==> config.mk <==
export PLATFORM = sky130hd
export DESIGN_NAME = shl16_seq_ctrl_flat
export DESIGN_NICKNAME = d
export VERILOG_FILES = /design/src/rtl/shl16_pkg.sv /design/src/rtl/shl16_seq_ctrl_if.sv /design/src/rtl/shl16_reg.sv /design/src/rtl/shl16_seq_ctrl.sv /design/src/flat_wrapper.sv
export SDC_FILE = /design/constraint.sdc
export NUM_CORES = 1
export LEC_CHECK = 0
export CORE_ASPECT_RATIO = 1.2
export CORE_UTILIZATION = 47
export CTS_CLUSTER_SIZE = 16
export DETAILED_ROUTE_END_ITERATION = 12
export PLACE_DENSITY_LB_ADDON = 0.25
export SYNTH_ARGS = -nofsm -noshare
export SYNTH_HDL_FRONTEND = slang
export SYNTH_HIERARCHICAL = 1
export SYNTH_SLANG_ARGS = --single-unit
==> constraint.sdc <==
create_clock -name i_clk -period 2.5 [get_ports i_clk]
set_input_delay 0.375 -clock i_clk [delete_from_list [all_inputs] [get_ports i_clk]]
set_output_delay 0.375 -clock i_clk [all_outputs]
set_load 0.02 [all_outputs]
==> src/rtl/shl16_pkg.sv <==
// Shared types and constants for the 16-bit left-shift sequencer.
// Holds the FSM state type and the shift-count clamp used at accept time.
package shl16_pkg;

  localparam int WIDTH = 16;
  localparam int SHW   = 5;

  typedef enum logic [1:0] {
    IDLE  = 2'd0,
    SHIFT = 2'd1,
    DONE  = 2'd2
  } state_e;

  // Counts above WIDTH would only keep shifting zeros in, so they saturate.
  function automatic logic [SHW-1:0] clamp_shamt(input logic [SHW-1:0] shamt);
    logic [SHW-1:0] lim;
    lim = SHW'(WIDTH);
    if (shamt > lim) begin
      return lim;
    end else begin
      return shamt;
    end
  endfunction

endpackage

==> src/rtl/shl16_seq_ctrl_if.sv <==
// Request/result bundle between the two shift clients and the sequencer.
// The sequencer takes the slave view; the client side takes the master view.
interface shl16_seq_ctrl_if;
  import shl16_pkg::*;

  logic [1:0]       i_req_valid;
  logic [1:0]       o_req_ready;
  logic [WIDTH-1:0] i_req_data0;
  logic [WIDTH-1:0] i_req_data1;
  logic [SHW-1:0]   i_req_shamt0;
  logic [SHW-1:0]   i_req_shamt1;
  logic             i_abort;
  logic             o_res_valid;
  logic             i_res_ready;
  logic [WIDTH-1:0] o_res_data;
  logic             o_res_id;
  logic             o_busy;

  modport master (
    output i_req_valid, i_req_data0, i_req_data1, i_req_shamt0, i_req_shamt1,
    output i_abort, i_res_ready,
    input  o_req_ready, o_res_valid, o_res_data, o_res_id, o_busy
  );

  modport slave (
    input  i_req_valid, i_req_data0, i_req_data1, i_req_shamt0, i_req_shamt1,
    input  i_abort, i_res_ready,
    output o_req_ready, o_res_valid, o_res_data, o_res_id, o_busy
  );

endinterface

==> src/rtl/shl16_reg.sv <==
// Zero-fill left-shift register with synchronous clear, load and shift enable.
// Priority is clear > load > shift > hold.
module shl16_reg #(
  parameter int REG_W = shl16_pkg::WIDTH
) (
  input  logic             i_clk,
  input  logic             i_rst_n,
  input  logic             i_clr,
  input  logic             i_load,
  input  logic             i_shift,
  input  logic [REG_W-1:0] i_d,
  output logic [REG_W-1:0] o_q
);

  logic [REG_W-1:0] r_q;

  // Data register: one bit per clock towards the MSB when shifting.
  always_ff @(posedge i_clk or negedge i_rst_n) begin
    if (!i_rst_n) begin
      r_q <= {REG_W{1'b0}};
    end else if (i_clr) begin
      r_q <= {REG_W{1'b0}};
    end else if (i_load) begin
      r_q <= i_d;
    end else if (i_shift) begin
      r_q <= {r_q[REG_W-2:0], 1'b0};
    end else begin
      r_q <= r_q;
    end
  end

  assign o_q = r_q;

endmodule

==> src/rtl/shl16_seq_ctrl.sv <==
// Round-robin sequencer for a shared 16-bit left-shift register: accepts one
// job at a time, shifts it for the clamped count and returns a tagged result.
module shl16_seq_ctrl
  import shl16_pkg::*;
(
  input  logic                  i_clk,
  input  logic                  i_rst_n,
  shl16_seq_ctrl_if.slave       io_bus
);

  state_e           r_state;
  state_e           w_state_nxt;
  logic             r_prio;
  logic             r_owner;
  logic [SHW-1:0]   r_cnt;

  logic             w_grant;
  logic [1:0]       w_req_ready;
  logic             w_accept;
  logic             w_res_hs;
  logic [WIDTH-1:0] w_grant_data;
  logic [SHW-1:0]   w_eff_cnt;
  logic             w_clr;
  logic             w_shift;
  logic [WIDTH-1:0] w_reg_q;

  // Arbiter: a lone requester wins outright, a tie goes to r_prio.
  always_comb begin
    if (io_bus.i_req_valid == 2'b11) begin
      w_grant = r_prio;
    end else if (io_bus.i_req_valid[1]) begin
      w_grant = 1'b1;
    end else begin
      w_grant = 1'b0;
    end

    if (w_grant) begin
      w_grant_data = io_bus.i_req_data1;
      w_eff_cnt    = clamp_shamt(io_bus.i_req_shamt1);
    end else begin
      w_grant_data = io_bus.i_req_data0;
      w_eff_cnt    = clamp_shamt(io_bus.i_req_shamt0);
    end

    // Ready is gated by reset so nothing looks acceptable while held in reset.
    if (i_rst_n && (r_state == IDLE) && !io_bus.i_abort && (io_bus.i_req_valid != 2'b00)) begin
      w_req_ready = w_grant ? 2'b10 : 2'b01;
    end else begin
      w_req_ready = 2'b00;
    end

    w_accept = |(io_bus.i_req_valid & w_req_ready);
    w_res_hs = (r_state == DONE) && io_bus.i_res_ready;
    w_clr    = (r_state != IDLE) && (io_bus.i_abort || w_res_hs);
    w_shift  = (r_state == SHIFT);
  end

  // FSM state register.
  always_ff @(posedge i_clk or negedge i_rst_n) begin
    if (!i_rst_n) begin
      r_state <= IDLE;
    end else begin
      r_state <= w_state_nxt;
    end
  end

  // FSM next-state logic; abort wins over normal progress in SHIFT and DONE.
  always_comb begin
    w_state_nxt = r_state;
    case (r_state)
      IDLE: begin
        if (w_accept) begin
          w_state_nxt = (w_eff_cnt != {SHW{1'b0}}) ? SHIFT : DONE;
        end else begin
          w_state_nxt = IDLE;
        end
      end
      SHIFT: begin
        if (io_bus.i_abort) begin
          w_state_nxt = IDLE;
        end else if (r_cnt == SHW'(1)) begin
          w_state_nxt = DONE;
        end else begin
          w_state_nxt = SHIFT;
        end
      end
      DONE: begin
        if (io_bus.i_abort || w_res_hs) begin
          w_state_nxt = IDLE;
        end else begin
          w_state_nxt = DONE;
        end
      end
      default: begin
        w_state_nxt = IDLE;
      end
    endcase
  end

  // FSM outputs; result fields read zero outside DONE.
  always_comb begin
    io_bus.o_req_ready = w_req_ready;
    io_bus.o_busy      = (r_state != IDLE);
    io_bus.o_res_valid = (r_state == DONE);
    if (r_state == DONE) begin
      io_bus.o_res_data = w_reg_q;
      io_bus.o_res_id   = r_owner;
    end else begin
      io_bus.o_res_data = {WIDTH{1'b0}};
      io_bus.o_res_id   = 1'b0;
    end
  end

  // Remaining shift count.
  always_ff @(posedge i_clk or negedge i_rst_n) begin
    if (!i_rst_n) begin
      r_cnt <= {SHW{1'b0}};
    end else if (w_clr) begin
      r_cnt <= {SHW{1'b0}};
    end else if (w_accept) begin
      r_cnt <= w_eff_cnt;
    end else if (w_shift) begin
      r_cnt <= r_cnt - SHW'(1);
    end else begin
      r_cnt <= r_cnt;
    end
  end

  // Owner tag and round-robin pointer; an abort leaves both untouched.
  always_ff @(posedge i_clk or negedge i_rst_n) begin
    if (!i_rst_n) begin
      r_owner <= 1'b0;
      r_prio  <= 1'b0;
    end else if (w_accept) begin
      r_owner <= w_grant;
      r_prio  <= ~w_grant;
    end else begin
      r_owner <= r_owner;
      r_prio  <= r_prio;
    end
  end

  shl16_reg #(.REG_W(WIDTH)) u_reg (
    .i_clk   (i_clk),
    .i_rst_n (i_rst_n),
    .i_clr   (w_clr),
    .i_load  (w_accept),
    .i_shift (w_shift),
    .i_d     (w_grant_data),
    .o_q     (w_reg_q)
  );

endmodule
==> src/flat_wrapper.sv <==
// flat-port wrapper written by rule: the top's interface ports become plain ports
module shl16_seq_ctrl_flat import shl16_pkg::*;
  (i_clk, i_rst_n, io_bus_i_req_valid, io_bus_i_req_data0, io_bus_i_req_data1, io_bus_i_req_shamt0, io_bus_i_req_shamt1, io_bus_i_abort, io_bus_i_res_ready, io_bus_o_req_ready, io_bus_o_res_valid, io_bus_o_res_data, io_bus_o_res_id, io_bus_o_busy);
  shl16_seq_ctrl_if io_bus_i ();
  input  logic i_clk;
  input  logic i_rst_n;
  input wire logic [$bits(io_bus_i.i_req_valid)-1:0] io_bus_i_req_valid;
  input wire logic [$bits(io_bus_i.i_req_data0)-1:0] io_bus_i_req_data0;
  input wire logic [$bits(io_bus_i.i_req_data1)-1:0] io_bus_i_req_data1;
  input wire logic [$bits(io_bus_i.i_req_shamt0)-1:0] io_bus_i_req_shamt0;
  input wire logic [$bits(io_bus_i.i_req_shamt1)-1:0] io_bus_i_req_shamt1;
  input wire logic [$bits(io_bus_i.i_abort)-1:0] io_bus_i_abort;
  input wire logic [$bits(io_bus_i.i_res_ready)-1:0] io_bus_i_res_ready;
  output wire logic [$bits(io_bus_i.o_req_ready)-1:0] io_bus_o_req_ready;
  output wire logic [$bits(io_bus_i.o_res_valid)-1:0] io_bus_o_res_valid;
  output wire logic [$bits(io_bus_i.o_res_data)-1:0] io_bus_o_res_data;
  output wire logic [$bits(io_bus_i.o_res_id)-1:0] io_bus_o_res_id;
  output wire logic [$bits(io_bus_i.o_busy)-1:0] io_bus_o_busy;
  assign io_bus_i.i_req_valid = io_bus_i_req_valid;
  assign io_bus_i.i_req_data0 = io_bus_i_req_data0;
  assign io_bus_i.i_req_data1 = io_bus_i_req_data1;
  assign io_bus_i.i_req_shamt0 = io_bus_i_req_shamt0;
  assign io_bus_i.i_req_shamt1 = io_bus_i_req_shamt1;
  assign io_bus_i.i_abort = io_bus_i_abort;
  assign io_bus_i.i_res_ready = io_bus_i_res_ready;
  assign io_bus_o_req_ready = io_bus_i.o_req_ready;
  assign io_bus_o_res_valid = io_bus_i.o_res_valid;
  assign io_bus_o_res_data = io_bus_i.o_res_data;
  assign io_bus_o_res_id = io_bus_i.o_res_id;
  assign io_bus_o_busy = io_bus_i.o_busy;
  shl16_seq_ctrl u_core (.i_clk(i_clk), .i_rst_n(i_rst_n), .io_bus(io_bus_i));
endmodule
==> results of run 1 <==
cell families (layout without fill, tap and decap cells):
logic type               Yosys count  in the layout  synth area share [%]
AND/OR/NAND/NOR                  110            110                 31.59
AO/OA/AOI/OAI                     35             35                 14.82
flip-flops                        25             25                 34.94
buffers and inverters             23             97                 6.917
multiplexers                      15             15                 8.386
XOR/XNOR                           4              4                 1.957
adder cells (fa/ha/maj)            2              2                 1.397
state kept, by name, indices dropped and copies added (netlist names):
register	count
u_core/r_cnt	5
u_core/r_owner	1
u_core/r_prio	1
u_core/r_state	2
u_core/u_reg/o_q	16
critical path, stage by stage (launching register included):
cell	delay [ps]
dfrtp_1	390
buf_4	160
and2b_2	290
buf_4	180
and2_1	130
clkdlybuf4s50_1	590
final timing paths:
check	endpoint	slack, ps	depth (start not counted)
worst min-delay path	u_core/r_owner	480	1
min in group asynchronous	u_core/r_cnt[4]	490	2
max in group asynchronous	u_core/u_reg/o_q[11]	1760	2
worst min register to register	u_core/r_owner	480	1
worst max register to register	u_core/u_reg/o_q[1]	410	7
worst max-delay path	io_bus_o_res_data[7]	110	5
metrics by stage:
step / instances / setup TNS [ps] / util [%] / total power, mW / setup slack, ps
2_1_floorplan: 214 / 0 / - / 1.191 / 663.0
3_3_place_gp: 336 / -134.6 / 70.52 / 1.396 / -70.03
3_5_place_dp: 336 / -199.9 / 70.52 / 1.419 / -111.0
4_1_cts: 340 / 0 / 71.73 / 1.662 / 19.88
5_1_grt: 340 / 0 / 71.76 / 1.798 / 24.55
6_report: 340 / 0 / 71.76 / 1.659 / 113.2
cells in the final DEF, fill, tap and decap left out, types with 2 or more instances in the layout:
| cell type | instances |
|---|---|
| inv_1 | 9 |
| a21o_1 | 2 |
| nor2b_1 | 15 |
| nand3_1 | 2 |
| nand3b_1 | 3 |
| dfrtp_1 | 25 |
| dlygate4sd2_1 | 2 |
| a21oi_1 | 6 |
| a211oi_1 | 13 |
| mux2i_1 | 15 |
| nor4_1 | 2 |
| clkbuf_8 | 3 |
| buf_4 | 15 |
| xnor2_1 | 3 |
| a211oi_2 | 3 |
| and2_1 | 18 |
| nor4b_1 | 2 |
| clkdlybuf4s50_1 | 66 |
| nand2b_1 | 2 |
| o21ai_0 | 2 |
| a311oi_1 | 2 |
| nand2_1 | 52 |
| a31oi_1 | 2 |
| nor2_1 | 5 |
| ha_1 | 2 |
per-layer routing:
metal | vias up | wire length [microns]
li1 | 875 | -
met1 | 827 | 1916
met2 | 51 | 2259
met3 | 2 | 159
met4 | 0 | 27
met5 | - | 0
power by group:
group / internal, mW / switching (mW)
combinational: 0.381 / 0.344
clock: 0.111 / 0.128
sequential: 0.574 / 0.120
timing repair:
item	in CTS	in global routing
gates resized for setup	2	1
buffers inserted	0	0
hold endpoints to repair	0	0
setup endpoints to repair	2	10
area by class of cell:
| class | count | area, sq um |
|---|---|---|
| clock inverter | 1 | 5.005 |
| sequential | 25 | 625.6 |
| tap | 52 | 65.06 |
| inverter | 10 | 37.54 |
| clock buffer | 3 | 41.29 |
| fill | 295 | 1026 |
| timing repair buffer | 83 | 790.8 |
| multi-input combinational | 166 | 1042 |
==> impl_results.md, run 1 <==
- Status: finished clean
- Pleak: around 1.2 nW
- Hold WS: between 400 and 500 ps
- Post-Synthesis Cells: around 210
- RSZ-0062 raised after global routing: false
- Final setup vio count: 0
- FFs w/ async S/R, synth: 100.0%
- Tmin final: 2387 ps
- Tcrit/Tclk final: 95.47%
- # diodes: 0
- Max transition margin: between 60% and 70%
- Ys Warns: 6
- Gpl congestion: a little under 0.8
- Met1 Use GR: between 20 and 30%
- Post-synth net total: about 260
- Seq/Total Area, Yosys: 34.94%
- Number of iterations in the first detailed-routing pass: 4
- Fmax: roughly 0.42 GHz
- PwrDens: 636.1 nW/um^2
- Synth top cells by count: nand2_1 (52), dfrtp_1 (25), and2_1 (18), mux2i_1 (15), nor2b_1 (15)
- Clock Path Buffers: 2
- Via count: 1755
- Total Wirelength: around 4400 microns
- Met3 usage: ~2.8%
- Worst-Margin Slew: approximately 500 ps
- Clock sinks: 25
- Die W: approximately 58 microns
- GR Util met2: a little over two fifths
- Core ar.: 3633 sq um
- Peak supply drop: ~300 uV
- Clock slew at reported path FFs: around 90 ps
- DP HPWL: about 3200 microns
- Yosys top cell area share: approximately a third
- Cts bufs inserted: 3
- HP Start: u_core/r_owner
- #FFs+latches synth: 25
- Die height: just under 70 microns
- GRT overflow: 0
- DR WL/cell: 12.83 microns
- Core Rows: 24
- Worst setup EP type: output pin
- Initial Util: ~49%
- Initial antenna violation count: 0
- GRT busiest layer: met2
- Placed inst area: 2562 sq um
- CTS HTree Levels: 1
- Synthesis-to-layout area growth: 45.63%
- Area leader, netlist: dfrtp_1
- Startpoint Class: flop
- First-pass GRT wire length: roughly 7500 microns
- Drt drc: 0
- Worst skew pair latency: about 270 ps
- Worst r2r src: u_core/r_state[1]
- Vias in the first global route: between 1500 and 2000
- CP Data Arrival Time: 2010 ps
- Top FF cell, synth: dfrtp_1
- Pin count of the biggest net entering global routing: 26
- EDFF count, synth: 0
- MaxCap Viol Count: 0
- Final Skew: ~5.5 ps
- Die area: approximately 4100 sq um
- Clock Tree Root: clkbuf_8
- Vias per Instance: slightly above 5
- CP Class: reg2out
- Cell with the most instances after synthesis: nand2_1
- Post-synth cell types: 42
- Mean area per synthesized cell: 8.367 sq um
- Post-Syn Area: about 1800 sq um
- CP Data Required Time: 2120 ps
- Ranking of synthesized cells by area: dfrtp_1 (35%), nand2_1 (11%), mux2i_1 (8.4%)
- Max-slew violations: 0
- Antenna Nets Post-Route: 0
- PortBufs: just under 70
- Final #Nets: between 300 and 400
- Top Ports: 69
- CTS hold repair buffers: 0
- Share of layout cells above drive strength 1: 9.722%
- Iteration-0 DRC Markers: 50
- CP max FO: 11
- GRT Overall Usage: 23.60%
- Endpoints failing hold: 0
- Post-route cell area: around 2600 sq um
- Critical Path Start: u_core/r_state[0]
- CTS tree: yes
- Hold WC Path Type: reg2reg
Power figures use the tool's default switching activity.
==> run 2: changes to the inputs <==
--- a/config.mk
+++ b/config.mk
@@ -5,10 +5,12 @@
 export SDC_FILE = /design/constraint.sdc
 export NUM_CORES = 1
 export LEC_CHECK = 0
+export CAP_MARGIN = 20
 export CORE_ASPECT_RATIO = 1.2
 export CORE_UTILIZATION = 47
 export CTS_CLUSTER_SIZE = 16
 export DETAILED_ROUTE_END_ITERATION = 12
+export GPL_TIMING_DRIVEN = 0
 export PLACE_DENSITY_LB_ADDON = 0.25
 export SYNTH_ARGS = -nofsm -noshare
 export SYNTH_HDL_FRONTEND = slang
==> impl_results.md, run 2 (synthesis gave the netlist of run 1 again) <==
- Antenna Nets Post-Route: 0 (unchanged)
- Clock slew at reported path FFs: 80 ps (was 90 ps)
- Most common cell after layout, fill and taps aside: clkdlybuf4s50_1 (unchanged)
- Max transition margin: 67.15% (was 66.50%)
- Fmax: 0.4199 GHz (was 0.4190 GHz)
- Core Rows: 24 (unchanged)
- PwrDens: 636.1 nW/um^2 (about the same)
- Slowest CP cell: dlygate4sd2_1 (was clkdlybuf4s50_1)
- Total Wirelength: 4298 microns (was 4362 microns)
- Power share of the sequential group: 42.2% (was 41.8%)
- Clock sinks: 25 (unchanged)
- First-pass GRT wire length: 7307 microns (was 7500 microns)
- Int Pwr: 1.072 mW (was 1.067 mW)
- Share of power burned in the clock network: 14.3% (was 14.4%)
- GRT overflow: 0 (unchanged)
- Max-slew violations: 0 (unchanged)
- Setup Fix Bufs, Post-CTS: 0 (unchanged)
- Core ar.: 3633 sq um (unchanged)
- Gpl congestion: 0.7824 (was 0.7864)
- Worst-Margin Slew: 490.9 ps (was 497.2 ps)
- Vias in the first global route: 1666 (was 1665)
- Pleak: 1.133 nW (was 1.153 nW)
- Sw frac: 35.26% (was 35.67%)
- CP Data Required Time: 2120 ps (about the same)
- GRT Overall Usage: 23.07% (was 23.60%)
- Critical Path Start: i_rst_n (was u_core/r_state[0])
- Vias per Instance: 5.190 (was 5.162)
- CP Cell Sequence: clkdlybuf4s15_2 -> buf_16 -> nor4b_2 -> o21ai_0 -> buf_4 -> nor2_2 -> dlygate4sd2_1 (was buf_4 -> and2b_2 -> buf_4 -> and2_1 -> clkdlybuf4s50_1)
- Tcrit/Tclk final: 95.26% (was 95.47%)
- Iteration-0 DRC Markers: 35 (was 50)
- Switching power: 0.5837 mW (was 0.5916 mW)
- GRT busiest layer: met2 (unchanged)
- Final setup margin: 118.6 ps (was 113.2 ps)
- Share of layout cells above drive strength 1: 8.099% (was 9.722%)
- Peak supply drop: 346.6 uV (was 307.3 uV)
- Cts bufs inserted: 3 (unchanged)
- Startpoint Class: input port (was flop)
- PortBufs: 68 (unchanged)
- DP HPWL: 3414 microns (was 3246 microns)
- Clock Path Buffers: 2 (unchanged)
- Tmin final: 2381 ps (was 2387 ps)
- Die height: 69.61 microns (unchanged)
- Via count: 1744 (was 1755)
- Seq. cell area: 625.6 sq um (unchanged)
- Initial Util: 49.28% (unchanged)
- Clock Tree Root: clkbuf_8 (unchanged)
- Final Skew: 1.459 ps (was 5.510 ps)
- Die W: 58.35 microns (unchanged)
- Buf/Inv on CP: 4 (was 3)
- Worst skew pair latency: 260 ps (was 270 ps)
- CTS HTree Levels: 1 (unchanged)
- Pin count of the biggest net entering global routing: 22 (was 26)
- CP Class: in2out (was reg2out)
- Synthesis-to-layout area growth: 45.35% (was 45.63%)
- DR WL/cell: 12.79 microns (was 12.83 microns)
- Max FFs per register: 16 (unchanged)
- Hold WS: 42.05 ps (was 482.9 ps)
- Worst setup EP type: output pin (unchanged)
- Final setup vio count: 0 (unchanged)
- Endpoints failing hold: 0 (unchanged)
- Layout fillers: 305 (was 295)
- Crit path depth: 7 (was 5)
- Drt drc: 0 (unchanged)
- Hold WC Path Type: in2async (was reg2reg)
- Final Non-Filler Cells: 336 (was 340)
- Number of iterations in the first detailed-routing pass: 4 (unchanged)
- # diodes: 0 (unchanged)
- Die area: 4061 sq um (unchanged)
- Met1 Use GR: 28.78% (was 29.72%)
- Worst r2r src: u_core/r_state[0] (was u_core/r_state[1])
- Multi-input logic area: 1049 sq um (was 1042 sq um)
- Post-Place Worst Slack: -728.1 ps (was -111.0 ps)
- Reg2reg path depth: 6 (was 7)
- CP max FO: 21 (was 11)
- Worst path max stage delay: 350 ps (was 590 ps)
- Commonest non-fill, non-tap cells in the layout: clkdlybuf4s50_1 (65), nand2_1 (52), dfrtp_1 (25), and2_1 (18) (was clkdlybuf4s50_1 (66), nand2_1 (52), dfrtp_1 (25), and2_1 (18))
- Met3 usage: 2.799% (unchanged)
- CP Data Arrival Time: 2010 ps (about the same)
- Final #Nets: 335 (was 339)
- Crit path max-delay family: buffers and inverters (unchanged)
- Initial antenna violation count: 0 (unchanged)
- MaxCap Viol Count: 0 (unchanged)
- Post-layout total power: 1.656 mW (was 1.659 mW)
- Combinational share of power: 43.5% (was 43.7%)
- GR Util met2: 41.25% (was 42.15%)
- Placed insts: 335 (was 336)
- CTS tree: yes (unchanged)
- Status: finished clean (unchanged)
- RSZ-0062 raised after global routing: false (unchanged)
- Top Ports: 69 (unchanged)
## run 2: area by class of cell
class	count	area share [%]
Inverter	10	1.442
Sequential cell	25	24.04
Timing Repair Buffer	69	27.16
Multi-Input combinational cell	166	40.29
Buffer	10	2.837
Tap cell	52	2.500
Clock buffer	4	1.731
## run 2: metal layers
metal	up-vias	part of all wire, %
li1	867	-
met4	0	0.63
met5	-	0
met3	2	4.1
met2	49	52
met1	826	43
## run 2: worst register-to-register path, stage by stage (launching register included)
cell	delay, ps
dfrtp_1	460
nor4b_2	310
o21ai_0	180
inv_2	220
clkbuf_1	330
nor2b_1	230
a211oi_2	70
## run 2: stage by stage
step	setup TNS, ps	util, %	instance area (sq um)
finish	0	71.63	2603
global route	0	71.63	2603
CTS	0	71.76	2608
detailed placement	-5655	70.56	2564
global placement	-16180	69.80	2536
floorplan	0	-	1790
## run 2: what timing repair did
| item | 4_1_cts | 5_1_grt |
|---|---|---|
| hold endpoints to repair | 0 | 0 |
| setup endpoints to repair | 22 | 1 |
| gates resized for setup | 7 | 0 |
| hold buffers | 0 | 0 |
## run 2: path summary, 6_finish.rpt
path / endpoint / slack [ps]
worst max-delay path: io_bus_o_req_ready[1] / 120
worst min-delay path: u_core/r_state[0] / 40
worst max register to register: u_core/u_reg/o_q[3] / 590
worst min register to register: u_core/r_owner / 480
max in group asynchronous: u_core/u_reg/o_q[12] / 2090
min in group i_clk: u_core/r_owner / 480
## run 2: power by group through the flow
| stage | Combinational, mW | Sequential (mW) | Clock (mW) |
|---|---|---|---|
| after detailed placement | 0.723 | 0.706 | 0 |
| final | 0.721 | 0.699 | 0.236 |
| after floorplan | 0.520 | 0.671 | 0 |
| after CTS | 0.726 | 0.698 | 0.243 |
| after global routing | 0.800 | 0.726 | 0.260 |
| after global placement | 0.700 | 0.699 | 0 |
